`config.mk`:
```
export PLATFORM = sky130hd
export DESIGN_NAME = uart_tx_arbiter
export DESIGN_NICKNAME = d
export VERILOG_FILES = /design/src/rtl/uart_tx_arbiter.sv
export SDC_FILE = /design/constraint.sdc
export NUM_CORES = 1
export LEC_CHECK = 0
export CAP_MARGIN = 20
export CORE_MARGIN = 5
export CORE_UTILIZATION = 37
export DETAILED_ROUTE_END_ITERATION = 12
export PLACE_DENSITY = 0.81
export SLEW_MARGIN = 20
export SYNTH_ARGS = -nofsm -noshare
export SYNTH_HDL_FRONTEND = slang
export SYNTH_SLANG_ARGS = --single-unit
```
`constraint.sdc`:
```
create_clock -name clk -period 1.8 [get_ports clk]
set_clock_uncertainty 0.1 [all_clocks]
set_input_delay 0.36 -clock clk [delete_from_list [all_inputs] [get_ports clk]]
set_output_delay 0.36 -clock clk [all_outputs]
set_load 0.01 [all_outputs]
```
`src/rtl/uart_tx_arbiter.sv`:
```
// Round-robin arbiter/sequencer sharing one UART TX core between NUM_REQ clients.
// Optional macro UART_ARB_PRIO0_EN gives requester 0 fixed priority over the rotation.
module uart_tx_arbiter #(
  parameter int NUM_REQ = 4,
  parameter int ID_W    = 2,
  parameter int DATA_W  = 8,
  parameter int TIMEOUT = 4,
  parameter int TO_W    = 3
) (
  input  logic                      clk,
  input  logic                      rest,
  input  logic [NUM_REQ-1:0]        req_valid,
  input  logic [NUM_REQ*DATA_W-1:0] req_data,
  input  logic [NUM_REQ-1:0]        req_par_en,
  input  logic [NUM_REQ-1:0]        req_par_typ,
  output logic [NUM_REQ-1:0]        req_ready,
  output logic [ID_W-1:0]           grant_id,
  output logic [DATA_W-1:0]         tx_data,
  output logic                      tx_par_en,
  output logic                      tx_par_typ,
  output logic                      tx_data_valid,
  input  logic                      tx_busy,
  output logic                      timeout_err
);

  typedef enum logic [1:0] {IDLE, START, WAIT_BUSY, WAIT_DONE} state_t;

  state_t            state;
  logic [ID_W-1:0]   last_grant;
  logic [ID_W-1:0]   winner;
  logic              found;
  logic [TO_W-1:0]   cnt;
  logic [DATA_W-1:0] data_arr [NUM_REQ];

  for (genvar gi = 0; gi < NUM_REQ; gi++) begin : g_unpack
    assign data_arr[gi] = req_data[gi*DATA_W +: DATA_W];
  end

  // Search starts just after the previous winner and wraps modulo NUM_REQ.
  always_comb begin
    logic [ID_W-1:0] cand;
    winner = '0;
    found  = 1'b0;
    cand   = '0;
    for (int k = 1; k <= NUM_REQ; k++) begin
      cand = ID_W'((int'(last_grant) + k) % NUM_REQ);
      if (!found && req_valid[cand]) begin
        found  = 1'b1;
        winner = cand;
      end
    end
`ifdef UART_ARB_PRIO0_EN
    if (req_valid[0]) begin
      found  = 1'b1;
      winner = '0;
    end
`endif
  end

  always_ff @(posedge clk or posedge rest) begin
    if (rest) begin
      state         <= IDLE;
      req_ready     <= '0;
      tx_data_valid <= 1'b0;
      timeout_err   <= 1'b0;
      tx_data       <= '0;
      tx_par_en     <= 1'b0;
      tx_par_typ    <= 1'b0;
      grant_id      <= '0;
      last_grant    <= ID_W'(NUM_REQ - 1);
      cnt           <= '0;
    end else begin
      req_ready     <= '0;
      tx_data_valid <= 1'b0;
      timeout_err   <= 1'b0;
      case (state)
        IDLE: begin
          if (!tx_busy && found) begin
            tx_data           <= data_arr[winner];
            tx_par_en         <= req_par_en[winner];
            tx_par_typ        <= req_par_typ[winner];
            grant_id          <= winner;
            req_ready[winner] <= 1'b1;
`ifdef UART_ARB_PRIO0_EN
            // A priority grant must not disturb the rotation among the others.
            if (winner != '0) last_grant <= winner;
`else
            last_grant <= winner;
`endif
            state <= START;
          end
        end
        START: begin
          tx_data_valid <= 1'b1;
          cnt           <= '0;
          state         <= WAIT_BUSY;
        end
        WAIT_BUSY: begin
          if (tx_busy) begin
            state <= WAIT_DONE;
          end else if (cnt == TO_W'(TIMEOUT - 1)) begin
            timeout_err <= 1'b1;
            state       <= IDLE;
          end else begin
            cnt <= cnt + 1'b1;
          end
        end
        WAIT_DONE: begin
          // Frame length depends on baud rate and parity, so no timeout here.
          if (!tx_busy) state <= IDLE;
        end
        default: state <= IDLE;
      endcase
    end
  end

endmodule

```
==> results.tsv <==
stage	metric	value	unit
finish	Filler cells	300	
global_route	largest net degree at the start of global routing	26	
finish	ratio of cells with drive above 1 in the final layout	0.272	
placed_design	post-DP HPWL	3.06	mm
synthesis	Post-Synthesis Cell Area	1450	um2
synthesis	Synth Warn #	0	
clock_tree	cts hold-fix bufs	0	
die	starting density of the core	0.388	
finish	nets	278	
synthesis	post-synth top area cell	dfrtp_1	
die	die area	5280	um2
die	core area	3740	um2
synthesis	Seq/Total Area, Yosys	0.432	
worst_setup_path	WS Path Type	reg2reg	
worst_setup_path	Slowest cell on crit path	dfstp_2	
worst_setup_path	CP peak stage delay	0.57	ns
route	Routed WL	4.36	mm
synthesis	mean area per synthesized cell	9.63	um2
route	DR WL/cell	15.8	um
synthesis	number of synthesized flops with an enable pin	0	
sta	Setup-failing EPs final	0	
sta	Final TNS setup	0	ns
worst_setup_path	crit path DAT	1.84	ns
power	leak pwr	1.01	nW
clock_tree	clock sinks	25	
power	Total Power	3.24	mW
sta	Final Max Slew Viols	0	
worst_setup_path	CP endpoint kind	register	
placed_design	dpl ws	-0.537	ns
power	peak supply drop	621	uV
die	Rows	22	
finish	P&R area growth vs syn	71.9	%
worst_setup_path	Worst path top cell family by delay	flip-flops	
synthesis	Yosys reg bits	25	
placed_design	global placement routability congestion	0.860	
global_route	Tot GR Track Use	0.160	
sta	final hold vios	0	
finish	final core utilization	0.668	
power	Int Power	2.01	mW
synthesis	cell count after synthesis	151	
worst_hold_path	Min-Delay Path Class	in2async	
sta	RSZ-0062 raised after global routing	true	
power	NetSw	1.23	mW
finish	ant diodes	0	
outcome	status	complete, no violations	
clock_tree	CTS tree	done	
route	Detailed Routing Iterations Pass 1	4	
sta	Peak Freq	0.561	GHz
clock_tree	clk buf depth	2	
power	Sequential Power Share	0.296	
synthesis	fraction of registers with async set/reset	1.00	
clock_tree	Num CTS Buffers	3	
global_route	first-pass GRT wire length	6.64	mm
finish	Non-Filler Instances	276	
worst_setup_path	worst path required time	1.86	ns
worst_setup_path	WP buf/inv	1	
global_route	number of global-route vias before repair	1497	
clock_tree	clk_lat worst skew	0.28	ns
route	initial DRC count	52	
sta	slew margin rel.	0.771	
global_route	initial antenna violation count	0	
route	Vias	1413	
global_route	GRT overflow	0	
route	via/cell ratio	5.12	
worst_setup_path	type of origin of the critical path	register	
power	pwr/cell area	1290	nW/um2
route	DRC	0	
synthesis	top_reg_cell synth	dfrtp_1	
sta	minimum clock period	1.78	ns
synthesis	Yosys cell types	32	
synthesis	Synth top area share	0.396	
sta	fin worst setup slack	0.0188	ns
sta	final period utilization	0.990	
clock_tree	clk slew on worst S/H paths	0.09	ns
power	Clock Power Share	0.107	
power	combinational power share	0.597	
placed_design	Placed Cells	268	
route	post-route ant nets	0	
worst_setup_path	CP Max Fanout	9	
clock_tree	clock root cell	clkbuf_8	
die	Die Span X	72.7	um
synthesis	most instantiated cells after synthesis	dfrtp_1, nor2_1, inv_1, a211oi_1, mux2i_1	
die	boundary pin count	65	
sta	worst-margin pin slew	0.340	ns
worst_setup_path	CP Cell Sequence	nand2b_4 -> a21o_1 -> and3_4 -> buf_12 -> mux2i_4 -> a211oi_4	
job	max-cap violation count	0	
power	Sw Share	0.381	
synthesis	main area contributors after synthesis	dfrtp_1, mux2i_1, a211oi_1	
clock_tree	htree depth	1	
synthesis	most frequent cell after synthesis	dfrtp_1	
synthesis	syn_nets	200	
placed_design	Port Buffers	64	
die	die height	72.7	um
[metrics by stage]
step | hold WS, ns | cell area (um2)
CTS | 0.337 | 2330
floorplan | 0.286 | 1450
detailed placement | 0.411 | 2200
global placement | 0.390 | 2200
finish | 0.326 | 2500
global route | 0.381 | 2500
[cell families after synthesis]
kind of cell / synth area share
AND/OR/NAND/NOR: 0.130
buffers and inverters: 0.0886
adder cells (fa/ha/maj): 0.0172
multiplexers: 0.0826
AO/OA/AOI/OAI: 0.250
flip-flops: 0.432
[cells in the final DEF (no fill, tap or decap), types with 2 or more instances in the layout]
cell type	netlist	layout
buf_12	0	2
a31oi_1	11	10
nor2_2	1	2
clkdlybuf4s50_1	0	60
a211oi_4	0	2
dfrtp_1	23	23
clkbuf_8	0	3
nor2_1	18	17
buf_4	2	16
inv_1	15	15
nor3_1	3	3
nor2b_1	5	5
mux2i_2	0	3
mux2i_1	12	5
a21o_1	2	2
a21oi_1	2	2
nand2_1	4	4
mux2i_4	0	4
dfstp_2	2	2
a211oi_2	6	16
a211oi_1	14	2
dlygate4sd2_1	0	3
o21ai_0	8	8
ha_1	2	2
[worst register-to-register path, stage by stage, from the launching register on]
cell,delay (ns)
dfstp_2,0.57
nand2b_4,0.14
a21o_1,0.14
and3_4,0.23
buf_12,0.16
mux2i_4,0.26
a211oi_4,0.08
[path summary, 6_finish.rpt]
check / startpoint / end / slack, ns / cells after the start
worst max-delay path: last_grant[0]$_DFFE_PP1P_ / tx_par_en$_DFFE_PP0P_ / 0.02 / 6
worst min-delay path: rest / tx_data_valid$_DFF_PP0_ / 0.33 / 3
worst max register to register: last_grant[0]$_DFFE_PP1P_ / tx_par_en$_DFFE_PP0P_ / 0.02 / 6
worst min register to register: cnt[1]$_DFFE_PP0P_ / cnt[1]$_DFFE_PP0P_ / 0.42 / 2
max in group asynchronous: rest / last_grant[0]$_DFFE_PP1P_ / 0.98 / 3
min in group clk: cnt[1]$_DFFE_PP0P_ / cnt[1]$_DFFE_PP0P_ / 0.42 / 2
[per-layer routing]
metal	routed length, um	part of all wire	GRT usage	up-vias
li1	-	-	-	689
met3	298	0.068	0.0331	14
met2	2150	0.49	0.274	52
met5	0	0	0	-
met1	1760	0.40	0.187	658
met4	155	0.036	0.0861	0
[sequential cells by signal (all words and copies together), names as in the netlist]
name           flops
cnt                3
grant_id           2
last_grant         2
req_ready          4
state              2
timeout_err        1
tx_data            8
tx_data_valid      1
tx_par_en          1
tx_par_typ         1
[power groups by stage]
stage	clock network [mW]	logic (mW)	registers [mW]
2_1_floorplan	0	0.772	1.02
3_3_place_gp	0	1.50	0.956
3_5_place_dp	0	1.53	0.962
4_1_cts	0.353	1.65	0.957
5_1_grt	0.376	2.10	0.995
6_report	0.346	1.93	0.957
[cell type report]
type,instances,area (um2),share of cell area
Clock buffer,3,41.3,0.0165
Clock inverter,1,7.51,0.00300
Inverter,15,56.3,0.0225
Multi-Input combinational cell,100,883,0.353
Sequential cell,25,628,0.251
Tap cell,48,60.1,0.0240
Timing Repair Buffer,84,823,0.329
[timing repair]
| item | CTS | global route |
|---|---|---|
| gates resized for setup | 15 | 30 |
| buffers inserted | 2 | 2 |
| pin swaps | 2 | 1 |
| setup endpoints to repair | 16 | 10 |
No activity file was read; power rests on OpenSTA's default activity.
